## src/rtl/cad_ca1_pkg.sv

```systemverilog
// cad_ca1_pkg: shared word/count sizes and drain-buffer state encoding
package cad_ca1_pkg;
  localparam int WORD_W = 32;
  localparam int NUM_COUNT = 26;
  localparam int CNT_BITS = 5;
  typedef enum logic [1:0] {IDLE = 2'd0, FILL = 2'd1, DRAIN = 2'd2, DONE = 2'd3} state_t;
endpackage

```

## src/rtl/word_ram.sv

```systemverilog
// word_ram: DEPTH x WIDTH register file, ports clk/i_we/i_waddr/i_wdata sync write, i_raddr/o_rdata async read
module word_ram #(
  parameter int WIDTH = 32,
  parameter int DEPTH = 26,
  parameter int AW = 5
) (
  input  logic             clk,
  input  logic             i_we,
  input  logic [AW-1:0]    i_waddr,
  input  logic [WIDTH-1:0] i_wdata,
  input  logic [AW-1:0]    i_raddr,
  output logic [WIDTH-1:0] o_rdata
);
  logic [WIDTH-1:0] r_mem [DEPTH];
  always_ff @(posedge clk)
    if (i_we) r_mem[i_waddr] <= i_wdata;
  assign o_rdata = r_mem[i_raddr];
endmodule

```

## src/rtl/result_drain_buffer.sv

```systemverilog
// result_drain_buffer: captures words on storeConvertedNumber, drains them on writeToFile over out_valid/out_ready with out_last/done/count/full/dropped status
module result_drain_buffer
  import cad_ca1_pkg::*;
#(
  parameter int WIDTH = WORD_W,
  parameter int DEPTH = NUM_COUNT,
  parameter int CNT_W = CNT_BITS
) (
  input  logic             clk,
  input  logic             rst,
  input  logic             storeConvertedNumber,
  input  logic [WIDTH-1:0] convertedNumber,
  input  logic             writeToFile,
  output logic [WIDTH-1:0] out_data,
  output logic             out_valid,
  input  logic             out_ready,
  output logic             out_last,
  output logic [CNT_W-1:0] count,
  output logic             full,
  output logic             dropped,
  output logic             done
);
  state_t r_state;
  logic [CNT_W-1:0] r_rd;
  logic [CNT_W-1:0] w_cnt_n;
  logic [CNT_W-1:0] w_raddr;
  logic [WIDTH-1:0] w_rdata;
  logic w_we;
  assign full = count == CNT_W'(DEPTH);
  assign w_we = storeConvertedNumber & (r_state == IDLE | r_state == FILL) & ~full;
  assign w_cnt_n = count + CNT_W'(w_we);
  assign w_raddr = r_state == DRAIN ? r_rd + 1'b1 : '0;
  word_ram #(.WIDTH(WIDTH), .DEPTH(DEPTH), .AW(CNT_W)) u_ram (
    .clk(clk),
    .i_we(w_we),
    .i_waddr(count),
    .i_wdata(convertedNumber),
    .i_raddr(w_raddr),
    .o_rdata(w_rdata)
  );
  always_ff @(posedge clk or posedge rst)
    if (rst) begin
      r_state   <= IDLE;
      r_rd      <= '0;
      count     <= '0;
      out_data  <= '0;
      out_valid <= 1'b0;
      out_last  <= 1'b0;
      dropped   <= 1'b0;
      done      <= 1'b0;
    end else begin
      done <= 1'b0;
      if (storeConvertedNumber & ~w_we) dropped <= 1'b1;
      if (w_we) count <= w_cnt_n;
      case (r_state)
        IDLE, FILL:
          if (writeToFile) begin
            if (w_cnt_n == '0) r_state <= DONE;
            else begin
              r_state   <= DRAIN;
              out_valid <= 1'b1;
              out_last  <= w_cnt_n == CNT_W'(1);
              out_data  <= count == '0 ? convertedNumber : w_rdata;
            end
          end else if (w_we) r_state <= FILL;
        DRAIN:
          if (out_ready) begin
            if (out_last) begin
              out_valid <= 1'b0;
              out_last  <= 1'b0;
              r_state   <= DONE;
            end else begin
              r_rd     <= r_rd + 1'b1;
              out_data <= w_rdata;
              out_last <= r_rd + CNT_W'(2) == count;
            end
          end
        default: begin
          done    <= 1'b1;
          count   <= '0;
          r_rd    <= '0;
          r_state <= IDLE;
        end
      endcase
    end
endmodule

```

## config.mk

```make
export PLATFORM = sky130hd
export DESIGN_NAME = result_drain_buffer
export DESIGN_NICKNAME = d
export VERILOG_FILES = /design/src/rtl/cad_ca1_pkg.sv /design/src/rtl/word_ram.sv /design/src/rtl/result_drain_buffer.sv
export SDC_FILE = /design/constraint.sdc
export NUM_CORES = 1
export LEC_CHECK = 0
export CAP_MARGIN = 5
export CORE_MARGIN = 3
export CORE_UTILIZATION = 55
export CTS_CLUSTER_DIAMETER = 50
export DETAILED_ROUTE_END_ITERATION = 8
export PLACE_DENSITY = 0.73
export SYNTH_ARGS = -nofsm -noshare
export SYNTH_HDL_FRONTEND = slang
export SYNTH_SLANG_ARGS = --single-unit
```

## constraint.sdc

```tcl
create_clock -name clk -period 3.3 [get_ports clk]
set_input_delay 0.66 -clock clk [delete_from_list [all_inputs] [get_ports clk]]
set_output_delay 0.66 -clock clk [all_outputs]
set_load 0.02 [all_outputs]
```

==> results.json, run 1 <==
{
  "wl_per_cell_um": 27.9,
  "synthFlopType": "edfxtp_1",
  "path_buf_inv": 1,
  "drt_iter0_markers": 3137,
  "netlist.area_leader.share_pct": 69.0,
  "grt_pass1_vias": 23000,
  "drive_gt1_share_pct": 14.7,
  "vias": 23100,
  "r2r_end": "out_data[11]$_DFFE_PP0P_",
  "fmax_mhz": 333,
  "worst_pin_slew_ns": 1.06,
  "final_util_pct": 65.0,
  "insertion_delay_ns": 0.65,
  "grt_pass1_wl_um": 146000,
  "ir_drop_uv": 1260,
  "clkTransAtPathRegs_ns": 0.06,
  "initial_core_util_pct": 55.8,
  "drc": 0,
  "antenna_left": 0,
  "n_antenna_cell": 0,
  "cp-start-kind": "register",
  "worst_clock_skew_ns": 0.0237,
  "grt.overflow.total": 0,
  "layout_common_cells": "edfxtp_1 (832), nand2_1 (348), mux2i_1 (184)",
  "p_leak_nw": 13.8,
  "arrival_ns": 3.53,
  "cts_made_buffers": 92,
  "min_period_over_period_pct": 90.9,
  "crit_path_cell_trace": "ha_4, xnor2_2, or3_2, buf_4, o2111ai_1, o221ai_1, o21a_1",
  "synth.net_count": 2513,
  "synth_warnings": 0,
  "die_x_um": 263,
  "synth.avg_cell_area_um2": 14.6,
  "status": "completed",
  "setup_slack_ns": 0.300,
  "ys_async_sr_fraction_pct": 5.45,
  "cts_setup_buffers": 0,
  "area_delta_synth_final_pct": 16.4,
  "antenna_found_initial": 0,
  "drtPass1Iterations": 6,
  "synthTopCellsByArea": "edfxtp_1 (69%), mux2i_1 (5.1%), nand2_1 (3.6%)",
  "cts_tree": "built",
  "viasPerCell": 6.53,
  "rrSetupSlack_ns": 0.30,
  "min_period_ns": 3.00,
  "critical_path.slowest_cell": "or3_2",
  "slew_violations": 0,
  "final-setup-viol-count": 0,
  "coreArea_mm2": 0.0648,
  "required_ns": 3.83,
  "dpl.hpwl_um": 55400,
  "layout.nets": 2649,
  "cap_violations": 0,
  "h-tree-depth": 3,
  "cp_max_fo": 14,
  "cp_slowest_stage_delay_ns": 0.73,
  "synth_cell_types": 58,
  "rows": 93,
  "clk_path_buf_depth": 3,
  "dp_worst_setup_slack_ns": -0.0473,
  "fp.dieArea_mm2": 0.0689,
  "syn-instance-count": 2472,
  "port_buffers": 78,
  "cp_top_family": "compound AO/OA/AOI/OAI gates",
  "grt_max_degree": 146,
  "ff2ff_path_depth": 7,
  "power.density_mw_per_mm2": 800,
  "track_usage_pct": 28.3,
  "die_h_um": 263,
  "critPathCaptureType": "register",
  "gp_congestion": 0.858,
  "hold_buffers": 0,
  "hold_viol_final": 0,
  "yosysTopAreaCell": "edfxtp_1",
  "crit_type": "register to register",
  "syn_area_mm2": 0.0362,
  "synth_seq_area_share_pct": 72.4,
  "r2r_start": "r_rd[0]$_DFFE_PP0P_",
  "clock-sinks": 880,
  "hold_path_class": "input pin to asynchronous set/reset pin",
  "final_common_cell": "edfxtp_1",
  "cts-resized-gates": 0,
  "ys_seq_elements": 880,
  "synth_edf_count": 832,
  "routed_wl_um": 98600,
  "clockRootBuffer": "clkbuf_16",
  "grt_setup_unrepaired": "no",
  "boundaryPins": 79,
  "slew-limit-headroom_pct": 29.4
}
-- cell usage after synthesis (4+ instances only) --
master     number
inv_1          23
a21oi_1        66
buf_4          18
a22o_1         12
mux2_2         58
o22ai_1        10
nand3_1        72
a41oi_1         9
nor2b_1        69
buf_2          68
or3_1           4
dfrtp_1        48
mux2i_1       185
nor2_1         87
a31oi_1         5
edfxtp_1      832
nand2_1       349
o2111ai_1      47
o221ai_1       71
clkbuf_1       78
xnor2_1         6
xor2_1          4
a211oi_1        9
nor3_1          9
o211ai_1       64
nand3b_1        8
buf_1          16
o21a_1         22
ha_1            4
nand4_1        14
o21ai_0        46
a22oi_1       116
-- layer usage --
| metal | vias to the layer above | wire length (um) | GRT usage (%) |
|---|---|---|---|
| met1 | 11500 | 37300 | 38.2 |
| met2 | 1498 | 46600 | 44.9 |
| met3 | 268 | 10200 | 5.72 |
| met5 | - | 0 | 0 |
| met4 | 0 | 4450 | 12.6 |
| li1 | 9833 | - | - |
-- worst max path at each step --
stage                              start                           to  slack [ns]  cells past startpoint
finish               r_rd[0]$_DFFE_PP0P_     out_data[11]$_DFFE_PP0P_        0.30                      7
global route         r_rd[0]$_DFFE_PP0P_      out_data[4]$_DFFE_PP0P_        0.25                      8
CTS                  r_rd[0]$_DFFE_PP0P_     out_data[11]$_DFFE_PP0P_        0.32                      7
detailed placement  storeConvertedNumber     out_data[24]$_DFFE_PP0P_       -0.05                     13
global placement    storeConvertedNumber     out_data[24]$_DFFE_PP0P_      -0.007                     13
floorplan           count[0]$_DFFE_PP0P_  u_ram.r_mem[4][0]$_DFFE_PP_       -0.01                      6
-- area by class of cell --
| cell class | count | area (um^2) |
|---|---|---|
| Sequential cell | 880 | 26200 |
| Inverter | 25 | 93.8 |
| Clock inverter | 46 | 488 |
| Clock buffer | 121 | 2530 |
| Fill cell | 4356 | 22700 |
| Timing Repair Buffer | 224 | 2400 |
| Tap cell | 855 | 1070 |
| Multi-Input combinational cell | 1385 | 9360 |
-- where the power goes --
part | total, mW | switching, mW | internal (mW)
clock network | 10.3 | 4.20 | 6.05
registers | 13.1 | 0.392 | 12.7
logic | 10.3 | 6.53 | 3.81
-- flip-flops by register name (all words and copies together) (netlist names) --
signal	count
count	5
u_ram.r_mem	832
dropped	1
done	1
out_last	1
r_state	2
out_valid	1
out_data	32
r_rd	5
-- per-stage QoR --
| step | total power, mW | TNS, ns | area, um^2 | cells | hold slack, ns |
|---|---|---|---|---|---|
| after floorplan | 19.6 | -0.828 | 36200 | 2472 | 0.531 |
| after global placement | 23.2 | -0.0529 | 39100 | 3369 | 0.446 |
| after detailed placement | 23.4 | -0.548 | 39100 | 3369 | 0.470 |
| after CTS | 33.7 | 0 | 42100 | 3536 | 0.464 |
| after global routing | 34.9 | 0 | 42100 | 3536 | 0.495 |
| final | 33.7 | 0 | 42100 | 3536 | 0.455 |
-- worst register-to-register path: cells and delay by family (launching register included) --
family                     cells  cell delay, ns
buffers and inverters          1            0.33
DFF                            1            0.58
and+or+nand+nor                1            0.74
AOI/OAI and AO/OA              3            0.76
xor gates and xnor gates       1            0.27
adders and majority gates      1            0.22
-- cell families (layout without fill, tap and decap cells) --
group | after synthesis | in the layout | synth area share, %
AND/OR/NAND/NOR | 634 | 634 | 7.78
flip-flops | 880 | 880 | 72.4
adder cells (fa/ha/maj) | 4 | 4 | 0.138
AO/OA/AOI/OAI | 493 | 493 | 9.91
XOR/XNOR | 11 | 11 | 0.287
multiplexers | 243 | 243 | 6.92
buffers and inverters | 207 | 416 | 2.61
Note: power is estimated with default switching activity, not from simulation.
==> inputs of run 2 (changes only) <==
--- a/config.mk
+++ b/config.mk
@@ -11,6 +11,7 @@
 export CTS_CLUSTER_DIAMETER = 50
 export DETAILED_ROUTE_END_ITERATION = 8
 export PLACE_DENSITY = 0.73
+export SETUP_SLACK_MARGIN = 0.4
 export SYNTH_ARGS = -nofsm -noshare
 export SYNTH_HDL_FRONTEND = slang
 export SYNTH_SLANG_ARGS = --single-unit
==> run 2 against run 1 <==
Critical path type unchanged. Die area is the same. Fmax grew 5.7%. Worst setup slack better by 0.16 ns. Register-to-register slack better by 0.16 ns. Via count is 0.11% higher. Non-clock buffer count decreased by 16. Largest power group unchanged. Power grew 1.1%. Clock power grew 4%. First-iteration DRC count shrank 3.8%. Clock-buffer cell count fell by 5.
==> results.json, run 2 (same netlist as run 1, synthesis figures left out) <==
{
  "layout.nets": 2632,
  "p_leak_nw": 13.8,
  "slew-limit-headroom_pct": 28.6,
  "port_buffers": 78,
  "stdcell_area_mm2": 0.0422,
  "drtPass1Iterations": 6,
  "required_ns": 3.87,
  "cp-start-kind": "register",
  "h-tree-depth": 3,
  "setup_slack_ns": 0.461,
  "antenna_found_initial": 0,
  "routed_wl_um": 97400,
  "fmax_mhz": 352,
  "die_x_um": 263,
  "drive_gt1_share_pct": 14.8,
  "grt.overflow.total": 0,
  "power_mw": 34.1,
  "status": "completed",
  "power_frac_comb_pct": 30.1,
  "rows": 93,
  "tns_ns": 0,
  "n_antenna_cell": 0,
  "insertion_delay_ns": 0.65,
  "ir_drop_uv": 691,
  "crit_type": "register to register",
  "largest-register": "u_ram.r_mem",
  "final-setup-viol-count": 0,
  "power.density_mw_per_mm2": 807,
  "gp_congestion": 0.860,
  "hold_start": "dropped$_DFFE_PP0P_",
  "hold_viol_final": 0,
  "seqPwrFrac_pct": 38.6,
  "antenna_left": 0,
  "initial_core_util_pct": 55.8,
  "layout_common_cells": "edfxtp_1 (832), nand2_1 (348), mux2i_1 (184)",
  "finalHoldWorstSlack_ns": 0.465,
  "die_h_um": 263,
  "hold_depth": 1,
  "final_common_cell": "edfxtp_1",
  "placed_cell_area_mm2": 0.0390,
  "coreArea_mm2": 0.0648,
  "slew_violations": 0,
  "clock_power_share_pct": 31.3,
  "dp_cells": 3348,
  "worst_clock_skew_ns": 0.0221,
  "area_delta_synth_final_pct": 16.6,
  "grt_pass1_wl_um": 144000,
  "drc": 0,
  "grt_pass1_vias": 22900,
  "clock-sinks": 880,
  "cts_tree": "built",
  "power.switching_mw": 11.2,
  "min_period_over_period_pct": 86.0,
  "dp_worst_setup_slack_ns": 0.0561,
  "rrSetupSlack_ns": 0.46,
  "viasPerCell": 6.56,
  "hold_end": "dropped$_DFFE_PP0P_",
  "boundaryPins": 79,
  "r2r_end": "out_data[25]$_DFFE_PP0P_",
  "clkTransAtPathRegs_ns": 0.06,
  "grt_setup_unrepaired": "yes",
  "grt_max_degree": 103,
  "final_util_pct": 65.1,
  "cp_max_fo": 11,
  "drt_iter0_markers": 3019,
  "vias": 23100,
  "min_period_ns": 2.84,
  "hold_path_class": "register to register",
  "clockRootBuffer": "clkbuf_16",
  "wl_per_cell_um": 27.7,
  "r2r_start": "count[2]$_DFFE_PP0P_",
  "worst_pin_slew_ns": 1.07,
  "arrival_ns": 3.41,
  "fp.dieArea_mm2": 0.0689,
  "ff2ff_path_depth": 12,
  "cap_violations": 0,
  "clk_path_buf_depth": 3,
  "internal_power_mw": 22.8,
  "fin_cells": 3522,
  "largest_reg_flops": 832,
  "cts_made_buffers": 91,
  "dpl.hpwl_um": 53400,
  "track_usage_pct": 27.7,
  "switching_share_pct": 33.0,
  "critPathCaptureType": "register",
  "largestRegisters": "u_ram.r_mem x832, out_data x32"
}
==> run 2: changes by cell type in the layout (fill, tap and decap cells not counted), moves of 3 or more <==
cell	delta
dfrtp_2	+5
buf_16	+3
inv_6	+5
dfrtp_1	-5
bufinv_16	+5
clkbuf_1	-3
buf_4	-16
buf_12	-6
==> run 2: power by group through the flow <==
stage / clock (mW) / sequential (mW) / combinational, mW
4_1_cts: 10.7 / 13.1 / 10.0
2_1_floorplan: 0 / 13.4 / 6.28
3_5_place_dp: 0 / 13.4 / 9.95
3_3_place_gp: 0 / 13.3 / 9.73
6_report: 10.7 / 13.1 / 10.3
5_1_grt: 11.2 / 13.2 / 10.9
==> run 2: final cells by class <==
cell class                 count  area [um^2]
multi-input combinational   1385         9410
timing repair buffer         208         2290
fill                        4324        22600
tap                          855         1070
clock inverter                53          662
sequential                   880        26200
inverter                      25         95.1
clock buffer                 116         2460
==> run 2: timing repair <==
item | CTS | global route
cloned | 0 | 1
pin swaps | 0 | 2
setup endpoints to repair | 21 | 31
setup buffers | 0 | 4
hold buffers | 0 | 0
hold endpoints to repair | 0 | 0
gates resized for setup | 2 | 10
==> run 2: how the worst max path moves through the flow <==
stage | startpoint | cells past startpoint | to | slack (ns)
floorplan | count[3]$_DFFE_PP0P_ | 6 | u_ram.r_mem[4][0]$_DFFE_PP_ | 0.10
global route | count[2]$_DFFE_PP0P_ | 12 | out_data[28]$_DFFE_PP0P_ | 0.37
detailed placement | storeConvertedNumber | 13 | out_data[28]$_DFFE_PP0P_ | 0.06
finish | count[2]$_DFFE_PP0P_ | 12 | out_data[25]$_DFFE_PP0P_ | 0.46
CTS | count[2]$_DFFE_PP0P_ | 4 | full | 0.40
global placement | storeConvertedNumber | 13 | out_data[20]$_DFFE_PP0P_ | 0.04
==> run 2: per-layer routing <==
metal	wire [um]	global-route usage, %
met1	37400	37.6
met2	46200	44.5
met3	9580	4.80
met4	4200	12.1
met5	0	0
==> run 2: worst max-delay path, cell delays in order (launching register included) <==
cell and delay [ns]:
dfrtp_2 0.39, nand3b_1 0.25, o211ai_4 0.26, clkinv_2 0.09, ha_2 0.20, a211o_1 0.31
a21oi_2 0.19, o21ai_2 0.11, a32oi_4 0.26, buf_12 0.17, buf_12 0.16, mux2i_1 0.21
o21a_1 0.16
